===== src/rtl/arb_pkg.sv =====
`default_nettype none
// ============================================================================
// Module      : arb_pkg
// Description : Shared definitions for the round-robin input arbiter:
//               buffer state encoding, default widths and a clog2 helper.
// Contents    : state_t (ST_EMPTY / ST_FULL), ARB_DW, ARB_N_REQ, arb_clog2()
// Revision    : 1.0 - initial release
// ============================================================================
package arb_pkg;

  // Output buffer occupancy.
  typedef enum logic [0:0] {
    ST_EMPTY = 1'b0,
    ST_FULL  = 1'b1
  } state_t;

  localparam int ARB_DW    = 2;
  localparam int ARB_N_REQ = 4;

  // Ceiling log2, never less than 1 so a 2-requester build keeps a 1-bit index.
  function automatic int arb_clog2(input int n);
    int r;
    r = 0;
    for (int v = n - 1; v > 0; v = v >> 1) begin
      r = r + 1;
    end
    return (r < 1) ? 1 : r;
  endfunction

endpackage
`default_nettype wire


===== src/rtl/rr_pick.sv =====
`default_nettype none
// ============================================================================
// Module      : rr_pick
// Description : Combinational round-robin pick. Rotates the request vector so
//               rr_ptr sits at position 0, takes the lowest set bit, then maps
//               the offset back to an absolute requester index.
// Ports       : req_valid    in  N_REQ  request vector
//               rr_ptr       in  SW     highest-priority requester
//               grant_onehot out N_REQ  one-hot winner (zero when none)
//               grant_idx    out SW     winner index (valid when any=1)
//               any          out 1      at least one request present
// Revision    : 1.0 - initial release
// ============================================================================
module rr_pick #(
  parameter int N_REQ = 4,
  parameter int SW    = 2
) (
  input  logic [N_REQ-1:0] req_valid,
  input  logic [SW-1:0]    rr_ptr,
  output logic [N_REQ-1:0] grant_onehot,
  output logic [SW-1:0]    grant_idx,
  output logic             any
);

  // (a + b) mod N_REQ for a < N_REQ and b < N_REQ; works for non-power-of-2 N_REQ.
  function automatic logic [SW-1:0] wrap_add(input logic [SW-1:0] a, input int b);
    int s;
    s = int'(a) + b;
    if (s >= N_REQ) begin
      s = s - N_REQ;
    end
    return SW'(s);
  endfunction

  logic [N_REQ-1:0] w_rot;
  logic [SW-1:0]    w_off;
  logic             w_hit;

  always_comb begin
    w_rot = '0;
    for (int k = 0; k < N_REQ; k++) begin
      w_rot[k] = req_valid[wrap_add(rr_ptr, k)];
    end
  end

  // Scan downward so the lowest rotated position wins.
  always_comb begin
    w_off = '0;
    w_hit = 1'b0;
    for (int k = N_REQ - 1; k >= 0; k--) begin
      if (w_rot[k]) begin
        w_off = SW'(k);
        w_hit = 1'b1;
      end
    end
  end

  always_comb begin
    grant_idx    = wrap_add(rr_ptr, int'(w_off));
    grant_onehot = w_hit ? (N_REQ'(1) << grant_idx) : '0;
    any          = w_hit;
  end

endmodule
`default_nettype wire


===== src/rtl/rr_in_arbiter.sv =====
`default_nettype none
// ============================================================================
// Module      : rr_in_arbiter
// Description : Round-robin arbiter feeding a single-entry output buffer.
//               Each load records data and source index; each pop by the
//               consumer bumps a wrapping transfer counter.
// Ports       : sys_clk   in  1         clock, rising edge
//               sys_rst   in  1         asynchronous active-high reset
//               req_valid in  N_REQ     per-requester valid
//               req_data  in  N_REQ*DW  packed data, requester 0 in LSBs
//               req_ready out N_REQ     one-hot grant
//               out       out DW        buffered data
//               out_valid out 1         buffer occupied
//               out_src   out SW        source of buffered data
//               out_ready in  1         consumer accept
//               xfer_cnt  out CNTW      completed pops, wrapping
// Revision    : 1.0 - initial release
// ============================================================================
module rr_in_arbiter
  import arb_pkg::*;
#(
  parameter  int N_REQ = ARB_N_REQ,
  parameter  int DW    = ARB_DW,
  parameter  int CNTW  = 16,
  localparam int SW    = arb_clog2(N_REQ)
) (
  input  logic                sys_clk,
  input  logic                sys_rst,
  input  logic [N_REQ-1:0]    req_valid,
  input  logic [N_REQ*DW-1:0] req_data,
  output logic [N_REQ-1:0]    req_ready,
  output logic [DW-1:0]       out,
  output logic                out_valid,
  output logic [SW-1:0]       out_src,
  input  logic                out_ready,
  output logic [CNTW-1:0]     xfer_cnt
);

  state_t          r_state;
  logic [DW-1:0]   r_out;
  logic            r_out_valid;
  logic [SW-1:0]   r_out_src;
  logic [CNTW-1:0] r_xfer_cnt;
  logic [SW-1:0]   r_rr_ptr;

  logic [N_REQ-1:0] w_grant_onehot;
  logic [SW-1:0]    w_grant_idx;
  logic             w_any;
  logic             w_can_load;
  logic             w_load;
  logic             w_pop;
  logic [DW-1:0]    w_win_data;
  logic [SW-1:0]    w_ptr_next;

  rr_pick #(
    .N_REQ (N_REQ),
    .SW    (SW)
  ) u_pick (
    .req_valid    (req_valid),
    .rr_ptr       (r_rr_ptr),
    .grant_onehot (w_grant_onehot),
    .grant_idx    (w_grant_idx),
    .any          (w_any)
  );

  // A full buffer can still accept when the consumer drains it this cycle,
  // which keeps throughput at one transfer per cycle.
  assign w_can_load = (r_state == ST_EMPTY) | out_ready;
  assign req_ready  = w_can_load ? w_grant_onehot : '0;
  assign w_load     = w_can_load & w_any;
  assign w_pop      = r_out_valid & out_ready;
  assign w_win_data = req_data[int'(w_grant_idx)*DW +: DW];
  assign w_ptr_next = (w_grant_idx == SW'(N_REQ - 1)) ? '0 : w_grant_idx + SW'(1);

  always_ff @(posedge sys_clk or posedge sys_rst) begin
    if (sys_rst) begin
      r_state     <= ST_EMPTY;
      r_out       <= '0;
      r_out_valid <= 1'b0;
      r_out_src   <= '0;
      r_xfer_cnt  <= '0;
      r_rr_ptr    <= '0;
    end else begin
      if (w_load) begin
        r_state     <= ST_FULL;
        r_out       <= w_win_data;
        r_out_src   <= w_grant_idx;
        r_out_valid <= 1'b1;
        r_rr_ptr    <= w_ptr_next;
      end else if (w_pop) begin
        // Data is left in place; only the valid flag drops.
        r_state     <= ST_EMPTY;
        r_out_valid <= 1'b0;
      end
      if (w_pop) begin
        r_xfer_cnt <= r_xfer_cnt + CNTW'(1);
      end
    end
  end

  assign out       = r_out;
  assign out_valid = r_out_valid;
  assign out_src   = r_out_src;
  assign xfer_cnt  = r_xfer_cnt;

endmodule
`default_nettype wire

===== config.mk =====
export PLATFORM = sky130hd
export DESIGN_NAME = rr_in_arbiter
export DESIGN_NICKNAME = d
export VERILOG_FILES = /design/src/rtl/arb_pkg.sv /design/src/rtl/rr_pick.sv /design/src/rtl/rr_in_arbiter.sv
export SDC_FILE = /design/constraint.sdc
export NUM_CORES = 1
export LEC_CHECK = 0
export ABC_AREA = 0
export CAP_MARGIN = 10
export CORE_ASPECT_RATIO = 0.5
export CORE_MARGIN = 2
export CORE_UTILIZATION = 40
export DETAILED_ROUTE_END_ITERATION = 7
export PLACE_DENSITY = 0.78
export SLEW_MARGIN = 10
export SYNTH_ARGS = -nofsm -noshare
export SYNTH_HDL_FRONTEND = slang
export SYNTH_HIERARCHICAL = 1
export SYNTH_SLANG_ARGS = --single-unit

===== constraint.sdc =====
create_clock -name sys_clk -period 3.1 [get_ports sys_clk]
set_input_delay 0.62 -clock sys_clk [delete_from_list [all_inputs] [get_ports sys_clk]]
set_output_delay 0.62 -clock sys_clk [all_outputs]
set_load 0.01 [all_outputs]

==> results of run 1 <==
-- per-stage QoR --
stage / std cells / area (um^2)
2_1_floorplan: 124 / 1340
3_3_place_gp: 215 / 1860
3_5_place_dp: 215 / 1860
4_1_cts: 222 / 1940
5_1_grt: 223 / 1980
6_report: 223 / 1980
-- cell usage after synthesis, types with 2 or more instances --
library cell and n:
dfrtp_1 23, xor2_1 7, ha_1 4, and2_1 4, nor2_1 11, mux2i_1 5
nand2b_1 3, xnor2_1 11, nand4_1 4, inv_1 6, mux2_2 6, mux4_2 2
nand2_1 14, nand3_1 4
-- flip-flops by register name, indices dropped and copies added, names as in the netlist --
register and count:
xfer_cnt 16, out 2, out_src 2, r_rr_ptr 2
out_valid 1
-- critical path, cell delays in order --
cell and delay, ns:
clkdlybuf4s15_1 0.22, and2b_1 0.23, nand2_1 0.07, o211ai_1 0.10, o31a_1 0.19, ha_2 0.21, xor2_2 0.16, buf_4 0.13
nand2_1 0.06, mux2i_1 0.12, and2_1 0.13, buf_2 0.12
-- power groups by stage --
stage | logic (mW) | clock network, mW | registers [mW]
global placement | 0.872 | 0 | 0.478
finish | 0.981 | 0.186 | 0.475
detailed placement | 0.898 | 0 | 0.478
CTS | 0.932 | 0.188 | 0.475
global route | 1.08 | 0.204 | 0.485
floorplan | 0.487 | 0 | 0.497
-- logic make-up (layout without fill, tap and decap cells) --
logic type / count (synthesis) / in the layout
adders and majority gates: 4 / 4
muxes: 14 / 14
and+or+nand+nor: 49 / 49
xor gates and xnor gates: 18 / 18
AOI/OAI and AO/OA: 8 / 8
buffers and inverters: 8 / 67
DFF: 23 / 23
-- how the worst max path moves through the flow --
stage,slack [ns],to,start,cells after the start
global route,-0.003,req_ready[3],req_valid[3],12
CTS,0.01,req_ready[1],req_valid[1],11
global placement,-0.50,req_ready[1],req_valid[0],11
floorplan,0.43,req_ready[2],req_valid[2],10
detailed placement,-0.57,req_ready[3],req_valid[0],12
finish,0.14,req_ready[1],req_valid[3],12
-- layout make-up --
cell class | instances | share of cell area, %
multi-input cells | 93 | 39.2
well taps | 40 | 2.53
flip-flops and latches | 23 | 29.1
repair buffers | 57 | 25.8
clock buffers | 3 | 2.08
inverters | 6 | 1.14
clock inverters | 1 | 0.253
-- per-layer routing --
metal | track usage [%] | wire, um | up-vias
li1 | - | - | 543
met1 | 18.3 | 1230 | 534
met2 | 26.7 | 1400 | 19
met3 | 3.29 | 82 | 2
met4 | 4.76 | 21 | 0
met5 | 0 | 0 | -
-- repair_timing --
| action | CTS | global route |
|---|---|---|
| hold endpoints to repair | 0 | 0 |
| setup endpoints to repair | 4 | 4 |
| buffers inserted | 3 | 1 |
| gates resized for setup | 27 | 12 |
| pin swaps | 5 | 3 |
==> flow_summary.toml, run 1 <==
[layout]
regArea_um2 = 576
final_common_cell = "clkdlybuf4s50_1"
multi_input_area_um2 = 776
fin_nets = 203
fin_util_pct = 64.2
diodes = 0
area_delta_synth_final_pct = 48.4
nFillCells = 237
layout_common_cells = "clkdlybuf4s50_1, dfrtp_1, buf_4"
drive_gt1_share_pct = 28.4

[clocking]
cts_tree = "yes"
cts_hold_buf = 0
cts.clk_slew.worst_paths_ns = 0.09
cts_inserted_buffers = 3
clock_path_buffers = 2
htreeDepth = 1
clock_latency_ns = 0.27
clock-sinks = 23
root_buffer = "clkbuf_8"

[power_and_ir_drop]
intPower_mw = 1.05
p_seq_share_pct = 28.9
leakage_nw = 0.893
irDropWorstVdd_mv = 0.459
combPwrFrac_pct = 59.7
sw_frac_of_total_pct = 36.1
power_frac_clock_pct = 11.3
power.net_switching_mw = 0.592
cellPowerDensity_mw_per_mm2 = 829
total_power_mw = 1.64

[logic_synthesis]
syn_avg_cell_area_um2 = 10.8
async_flop_share_pct = 100
synth_top_area_share_pct = 43.1
synth_area_mm2 = 0.00134
synth_seq_area_share_pct = 43.1
synthXorXnorAreaFrac_pct = 11.8
synth_edf_count = 0
synthAdderAreaFrac_pct = 3.75
synth_top_family_by_area = "simple AND/OR/NAND/NOR gates"
yosysTopAreaCell = "dfrtp_1"
synth_seq_cells = 23
synth_compound_area_share_pct = 5.90
synth.mux.area_fraction_pct = 13.3
ys_warn_count = 6
syn_nets = 143
synth.distinct_cells = 34
yosys-top-cells-area = "dfrtp_1, xnor2_1, mux2_2"
synthCells = 124
synth_top_flop_cell = "dfrtp_1"
yosys.area_share.simple_pct = 19.2

[die]
core_area_mm2 = 0.00308
die_area_mm2 = 0.00384
ios = 40
row_count = 14
dieWidth_um = 85.7
die_h_um = 44.9
initial_core_util_pct = 43.3

[drt]
first_iter_violations = 31
wl_per_cell_um = 12.3
wirelength_um = 2740
drt-vias-per-instance = 4.92
via_count = 1098
antenna_left = 0
drc = 0
drt_pass1_iterations = 4

[global_route]
grt_pass1_wl_um = 4430
grt_max_degree = 24
overflow = 0
antenna_found_initial = 0
grt_pass1_vias = 1026
grtUsageTotal_pct = 14.8

[timing]
fmax_mhz = 338
layout_setup_ws_ns = 0.139
drv_slew = 0
finalSetupTns_ns = 0
skew_ns = 0.00969
maxSlewHeadroom_pct = 42.6
hold_viol = 0
period_needed_ns = 2.96
tightest_slew_ns = 0.861
finalCritPeriodShare_pct = 95.5
hold-worst-slack_ns = 0.490
finalSetupViolCount = 0

[critical_path]
crit_fanout = 4
critPathLaunchType = "primary input"
regToRegSetupSlack_ns = 0.52
reg2reg_to = "out[1]$_DFFE_PP0P_"
crit_type = "primary input to output port"
critPathArrivalTime_ns = 2.34
r2r-start = "r_rr_ptr[1]$_DFFE_PP0P_"
worst_r2r_path_depth = 12
required_ns = 2.48
worstSetupEndpointType = "output port"

[min_path]
holdPathEnd = "xfer_cnt[15]$_DFFE_PP0P_"
worstHoldStart = "xfer_cnt[15]$_DFFE_PP0P_"
min_path_cells = 1
min_path_type = "flip-flop to flip-flop"

[placement]
place_hpwl_um = 2090
port_buffers = 39
dp_slack_ns = -0.567
gp_congestion = 0.738

[run]
maxCapViolations = 0

[run_status]
run_status = "finished, final reports clean"
Note: power is estimated with default switching activity, not from simulation.
==> run 2: changes to the inputs <==
--- a/config.mk
+++ b/config.mk
@@ -9,9 +9,10 @@
 export CAP_MARGIN = 10
 export CORE_ASPECT_RATIO = 0.5
 export CORE_MARGIN = 2
-export CORE_UTILIZATION = 40
+export CORE_UTILIZATION = 46
+export CTS_CLUSTER_SIZE = 40
 export DETAILED_ROUTE_END_ITERATION = 7
-export PLACE_DENSITY = 0.78
+export PLACE_DENSITY = 0.86
 export SLEW_MARGIN = 10
 export SYNTH_ARGS = -nofsm -noshare
 export SYNTH_HDL_FRONTEND = slang
==> run 2 against run 1 <==
Worst hold slack better by 0.0083 ns. Total power hardly changed. Worst setup slack hardly changed. Non-clock buffer count is 2 lower. Die area is 12% lower. Final area is 1.4% lower. Sequential share of layout area is 0.41 points higher. Final cell count is 2.2% lower. Register-to-register slack better by 0.02 ns. Critical path depth is 1 lower. Largest cell class unchanged.
==> flow_summary.toml, run 2 (same netlist as run 1, synthesis figures left out) <==
[timing]
rsz0062_at_grt = "no"
finalCritPeriodShare_pct = 95.5
drv_slew = 0
fmax_mhz = 338
hold_viol = 0
finalSetupViolCount = 0
period_needed_ns = 2.96
tightest_slew_ns = 0.863
layout_setup_ws_ns = 0.139
skew_ns = 0.00572
maxSlewHeadroom_pct = 42.4

[drt]
drc = 0
antenna_left = 0
wl_per_cell_um = 13.0
first_iter_violations = 16
via_count = 1091
drt-vias-per-instance = 5.00
drt_pass1_iterations = 4
wirelength_um = 2840

[critical_path]
critPathArrivalTime_ns = 2.34
reg2reg_to = "out[0]$_DFFE_PP0P_"
worst_r2r_path_depth = 9
crit_type = "primary input to output port"
crit_fanout = 2
required_ns = 2.48
r2r-start = "r_rr_ptr[1]$_DFFE_PP0P_"
regToRegSetupSlack_ns = 0.54
worstSetupEndpointType = "output port"
critPathLaunchType = "primary input"

[global_route]
overflow = 0
antenna_found_initial = 0
grt_pass1_wl_um = 4920
grtUsageTotal_pct = 18.5
grt_pass1_vias = 1123
grt_max_degree = 24

[die]
row_count = 13
die_area_mm2 = 0.00338
initial_core_util_pct = 50.0
ios = 40
die_h_um = 42.1
dieWidth_um = 80.2
core_area_mm2 = 0.00267

[layout]
stdcell_count = 218
final_common_cell = "clkdlybuf4s50_1"
area_delta_synth_final_pct = 46.3
drive_gt1_share_pct = 27.6
diodes = 0
largest_reg_flops = 16
layout_common_cells = "clkdlybuf4s50_1, dfrtp_1, buf_4"
fin_nets = 201

[run_status]
run_status = "finished, final reports clean"

[power_and_ir_drop]
total_power_mw = 1.64
irDropWorstVdd_mv = 0.387
cellPowerDensity_mw_per_mm2 = 840
leakage_nw = 0.867

[clocking]
cts_tree = "yes"
cts_inserted_buffers = 3
htreeDepth = 1
clock-sinks = 23
clock_latency_ns = 0.26
cts.clk_slew.worst_paths_ns = 0.09
root_buffer = "clkbuf_8"
clock_path_buffers = 2

[placement]
port_buffers = 39
placed_cells = 211
dp_slack_ns = -0.584
place_hpwl_um = 2090
gp_congestion = 0.761

[min_path]
holdPathEnd = "xfer_cnt[15]$_DFFE_PP0P_"
min_path_type = "flip-flop to flip-flop"
worstHoldStart = "xfer_cnt[15]$_DFFE_PP0P_"
min_path_cells = 1

[run]
maxCapViolations = 0
==> run 2: final cells by class <==
type | count | area, um^2
Clock buffer | 3 | 41.3
Inverter | 6 | 22.5
Sequential cell | 23 | 576
Tap cell | 37 | 46.3
Timing Repair Buffer | 55 | 480
Clock inverter | 1 | 7.51
Fill cell | 195 | 714
Multi-Input combinational cell | 93 | 779
==> run 2: worst max-delay path: stages <==
cell and delay [ns]:
dlygate4sd2_1 0.25, buf_4 0.14, o211ai_1 0.20, o31a_1 0.24
buf_4 0.15, ha_4 0.21, nor2_4 0.09, nand2_2 0.06
mux2i_1 0.13, and2_1 0.13, buf_2 0.13
==> run 2: worst max-delay path by stage <==
stage | from | endpoint | slack, ns
2_1_floorplan | req_valid[2] | req_ready[2] | 0.43
3_3_place_gp | req_valid[0] | req_ready[3] | -0.54
3_5_place_dp | req_valid[0] | req_ready[2] | -0.58
4_1_cts | req_valid[2] | req_ready[1] | 0.00009
5_1_grt | req_valid[1] | req_ready[1] | 0.005
6_report | req_valid[1] | req_ready[2] | 0.14
==> run 2: per-layer routing <==
layer,wire [um],global-route usage (%)
met1,1220,22.7
met2,1500,33.5
met3,74,2.59
met4,43,6.10
met5,0,0
==> run 2: timing repair <==
item	CTS	global route
endpoints found under the hold margin	0	0
hold buffers	0	0
pin swaps	4	5
buffers inserted	1	2
resized for setup	24	11
setup endpoints to repair	4	4
==> run 2: through the flow <==
step / utilization, % / TNS [ns] / hold slack, ns / cell area, um^2
final: 73.2 / 0 / 0.498 / 1950
after global routing: 73.2 / 0 / 0.512 / 1950
after CTS: 73.0 / 0 / 0.506 / 1950
after detailed placement: 69.5 / -2.66 / 0.490 / 1850
after global placement: 69.5 / -2.46 / 0.460 / 1850
after floorplan: - / 0 / 0.474 / 1340
==> run 2: power breakdown <==
group          internal, mW  leakage (nW)  switching (mW)
clock                0.0908        0.0217          0.0964
sequential            0.384         0.292          0.0965
combinational         0.573         0.553           0.400
total                  1.05         0.867           0.593
==> run 3: changes to the inputs <==
--- a/config.mk
+++ b/config.mk
@@ -12,7 +12,7 @@
 export CORE_UTILIZATION = 46
 export CTS_CLUSTER_SIZE = 40
 export DETAILED_ROUTE_END_ITERATION = 7
-export PLACE_DENSITY = 0.86
+export PLACE_DENSITY_LB_ADDON = 0.08
 export SLEW_MARGIN = 10
 export SYNTH_ARGS = -nofsm -noshare
 export SYNTH_HDL_FRONTEND = slang
==> run 3 against run 2 <==
Clock power about the same. First-iteration DRC count grew 19%. Sequential share of layout area rose by 0.60 points. Sequential cell count unchanged. Wire length decreased by 4.2%. Clock skew about the same. Worst hold slack got worse by 0.012 ns. Final area down 2.0%. Via count fell by 2.5%. Highest routed layer unchanged.
==> flow_summary.toml, run 3 (same netlist as run 1, synthesis figures left out) <==
[run_status]
run_status = "finished, final reports clean"

[drt]
met1Wirelength_um = 1230
drt_pass1_iterations = 4
routed.top_layer = "met4"
first_iter_violations = 19
antenna_left = 0
dr_wl_met2_um = 1380
wirelength_um = 2720
drc = 0
drt-vias-per-instance = 5.00
wl_met3_um = 99
via_count = 1064
wl_per_cell_um = 12.8

[power_and_ir_drop]
cellPowerDensity_mw_per_mm2 = 820
total_power_mw = 1.57
leakage_nw = 0.841
irDropWorstVdd_mv = 0.463

[min_path]
min_path_cells = 1
holdPathEnd = "xfer_cnt[15]$_DFFE_PP0P_"
min_path_type = "flip-flop to flip-flop"
worstHoldStart = "xfer_cnt[15]$_DFFE_PP0P_"

[die]
die_area_mm2 = 0.00338
row_count = 13
dieWidth_um = 80.2
initial_core_util_pct = 50.0
ios = 40
die_h_um = 42.1
core_area_mm2 = 0.00267

[critical_path]
critPathArrivalTime_ns = 2.34
max_stage_delay_ns = 0.27
worstSetupEndpointType = "output port"
regToRegSetupSlack_ns = 0.67
crit_chain = "dlygate4sd2_1 > buf_4 > o211ai_1 > o31a_1 > ha_4 > xor2_2 > nand2_1 > mux2i_1 > and2_1 > clkdlybuf4s15_2"
slowest_stage = "o31a_1"
reg2reg_to = "out[1]$_DFFE_PP0P_"
critPathLaunchType = "primary input"
crit_family = "buffers and inverters"
r2r-start = "r_rr_ptr[1]$_DFFE_PP0P_"
crit_type = "primary input to output port"
crit_fanout = 4
worst_r2r_path_depth = 10
path_buf_inv = 3
required_ns = 2.48

[timing]
hold-worst-slack_ns = 0.486
rsz0062_at_grt = "no"
skew_ns = 0.00580
finalSetupViolCount = 0
drv_slew = 0
tightest_slew_ns = 0.875
finalSetupTns_ns = 0
hold_viol = 0
layout_setup_ws_ns = 0.143
period_needed_ns = 2.96
fmax_mhz = 338
maxSlewHeadroom_pct = 41.6
finalCritPeriodShare_pct = 95.4

[layout]
stdcell_count = 213
layout_common_cells = "clkdlybuf4s50_1, dfrtp_1, nand2_1"
area_delta_synth_final_pct = 43.4
final_common_cell = "clkdlybuf4s50_1"
nFillCells = 221
diodes = 0
fin_area_mm2 = 0.00191
drive_gt1_share_pct = 25.6
fin_nets = 196
fin_util_pct = 71.8
largest_reg_flops = 16

[clocking]
clock_latency_ns = 0.26
clock-sinks = 23
cts_inserted_buffers = 3
htreeDepth = 1
postCtsSetupRepairBufs = 0
cts_hold_buf = 0
clock_path_buffers = 2
cts_tree = "yes"
cts.clk_slew.worst_paths_ns = 0.09
root_buffer = "clkbuf_8"

[global_route]
grt_pass1_wl_um = 4770
overflow = 0
antenna_found_initial = 0
grtUsageTotal_pct = 18.3
grt_max_degree = 24
grt_pass1_vias = 1116

[placement]
dp_slack_ns = -0.584
port_buffers = 39
gp_congestion = 0.725
place_hpwl_um = 2060
placed_area_mm2 = 0.00184
placed_cells = 209

[run]
maxCapViolations = 0
==> run 3: where the power goes <==
group / internal, mW / total [mW] / switching [mW]
sequential: 0.384 / 0.483 / 0.0988
clock: 0.0908 / 0.188 / 0.0972
combinational: 0.524 / 0.899 / 0.375
==> run 3: layer usage <==
metal | vias up | track usage, %
li1 | 531 | -
met1 | 513 | 20.3
met2 | 18 | 34.7
met3 | 2 | 6.03
met4 | 0 | 3.05
met5 | - | 0
==> run 3: final cells by class <==
type                            count  area [um^2]  area share, %
Clock inverter                      1         7.51          0.392
Tap cell                           37         46.3           2.42
Inverter                            6         22.5           1.18
Sequential cell                    23          576           30.1
Multi-Input combinational cell     93          774           40.5
Timing Repair Buffer               50          447           23.3
Clock buffer                        3         41.3           2.16
==> run 3: timing repair <==
action,CTS,global route
setup endpoints to repair,4,4
cloned,0,0
resized for setup,22,14
hold endpoints to repair,0,0
pin swaps,3,6
==> run 3: how the worst max path moves through the flow <==
stage,start,end,slack (ns),cells past startpoint
after detailed placement,req_valid[0],req_ready[3],-0.58,11
after CTS,req_valid[0],req_ready[1],0.04,11
after floorplan,req_valid[2],req_ready[2],0.43,10
after global routing,req_valid[1],req_ready[2],0.02,10
after global placement,req_valid[0],req_ready[3],-0.54,11
final,req_valid[1],req_ready[2],0.14,10
==> patch, RTL diff (flow settings as in run 2) <==
Change the parameter `CNTW` from 16 to 17.
--- a/src/rtl/rr_in_arbiter.sv
+++ b/src/rtl/rr_in_arbiter.sv
@@ -22,5 +22,5 @@
   parameter  int N_REQ = ARB_N_REQ,
   parameter  int DW    = ARB_DW,
-  parameter  int CNTW  = 16,
+  parameter  int CNTW  = 17,
   localparam int SW    = arb_clog2(N_REQ)
 ) (
Interface: changed (resized xfer_cnt); port bits go from 40 to 41. No check against the original RTL was run, so the function may have changed too.
==> patch against run 2 <==
First-iteration DRC count grew to 2.7 times the old value; global-route usage grew 0.42 points; synthesized area grew 5.1%; setup slack gained 0.0077 ns; count of clock-buffer cells in the layout grew 1; critical endpoint unchanged; wire length grew 3.5%; sequential cell count grew 1; highest routed layer unchanged; cell area grew 1.3%; combinational power shrank 7.7%; power shrank 2.8%.
==> patch: results (changes against run 2) <==
Synth cell types - 35 (+2.9%)
FF-to-FF path depth - 8 (-1)
GP Congestion - 0.772 (+1.5%)
largest net degree at the start of global routing - 25 (+4.2%)
Post-DP HPWL - 2.28 mm (+9.0%)
clk_skew - 0.00557 ns (-0.000146 ns)
status - complete, no violations
Worst VDD drop - 505 µV (+30%)
vias in the first global route - 1152 (+2.6%)
max reg flops - 17 (+1)
first-pass GRT wire length - 5.09 mm (+3.5%)
fill count - 221 (+13%)
Syn Nets - 146 (+2.1%)
share of cells above drive strength 1 - 24.6% (-3.0 points)
Slowest Stage Delay on Critical Path - 0.32 ns (+0.07 ns)
register area share after synthesis - 42.8% (-0.29 points)
drt via density - 5.11 (+2.0%)
slowest stage cell, crit path - o31a_1
Leak Pwr - 0.863 nW (-0.42%)
IO Port Bufs - 40 (+2.6%)
Switching Fraction - 35.1% (-1.1 points)
final net count - 199 (-1.0%)
Area after DPL - 0.00190 mm² (+2.6%)
final WL - 2.94 mm (+3.5%)
total global-route track usage - 18.9% (+0.42 points)
==> patch: cell types whose count changed in the layout (fill, tap and decap cells not counted), sizes merged, moves of 3 or more <==
cell	delta
buf	-5
and4	+4
nor2	-3
xnor2	+3
==> patch: layout make-up <==
class	instances	area (µm²)	share of cell area (%)
clock buffers	4	55.1	2.78
inverters	4	15.0	0.759
multi-input cells	96	801	40.5
flip-flops and latches	24	601	30.4
well taps	40	50.0	2.53
repair buffers	51	457	23.1
==> patch: kinds of logic after synthesis <==
family                     count (synthesis)  share of synthesized area (%)
xor gates and xnor gates                  19                           11.9
muxes                                     14                           12.7
DFF                                       24                           42.8
AOI/OAI and AO/OA                          8                           5.62
and+or+nand+nor                           51                           20.4
adders and majority gates                  4                           3.57
buffers and inverters                      7                           3.03
==> patch: timing repair <==
action / 4_1_cts / 5_1_grt
buffers inserted: 1 / 0
pin swaps: 7 / 1
resized for setup: 24 / 11
setup endpoints to repair: 4 / 4
==> patch: worst reg2reg max path, delay by kind of cell (launching register included) <==
family / cells / cell delay (ns)
muxes: 2 / 0.75
AOI/OAI and AO/OA: 3 / 0.56
DFF: 1 / 0.44
buffers and inverters: 2 / 0.30
adders and majority gates: 1 / 0.30
==> patch: layer usage <==
layer	GRT usage [%]	up-vias	share of wire, %
li1	-	543	-
met1	23.0	552	41
met2	34.3	19	55
met3	4.26	4	2.8
met4	4.00	0	1.4
met5	0	-	0
==> patch: worst min path at each step <==
stage	from	endpoint	slack [ns]	cells after the start
2_1_floorplan	r_rr_ptr[1]	r_rr_ptr[1]	0.47	1
3_5_place_dp	xfer_cnt[15]	xfer_cnt[15]	0.50	1
3_3_place_gp	xfer_cnt[16]	xfer_cnt[16]	0.46	1
6_report	xfer_cnt[7]	xfer_cnt[7]	0.51	1
4_1_cts	xfer_cnt[15]	xfer_cnt[15]	0.51	1
5_1_grt	out[1]	out[1]	0.53	1
==> patch: stage by stage <==
stage               util (%)  TNS [ns]  hold WS [ns]  cells  setup WS [ns]
floorplan                  -         0         0.474    127          0.427
global placement        64.2     -2.23         0.456    214         -0.514
detailed placement      64.2     -2.91         0.497    214         -0.610
CTS                     66.2         0         0.512    219         0.0389
global route            66.8         0         0.535    219         0.0329
finish                  66.8         0         0.507    219          0.147
==> patch: power by group through the flow <==
| stage | combinational, mW | sequential (mW) | clock [mW] |
|---|---|---|---|
| after floorplan | 0.496 | 0.501 | 0 |
| after global placement | 0.846 | 0.487 | 0 |
| after detailed placement | 0.878 | 0.490 | 0 |
| after CTS | 0.882 | 0.486 | 0.212 |
| after global routing | 0.979 | 0.504 | 0.230 |
| final | 0.898 | 0.489 | 0.208 |
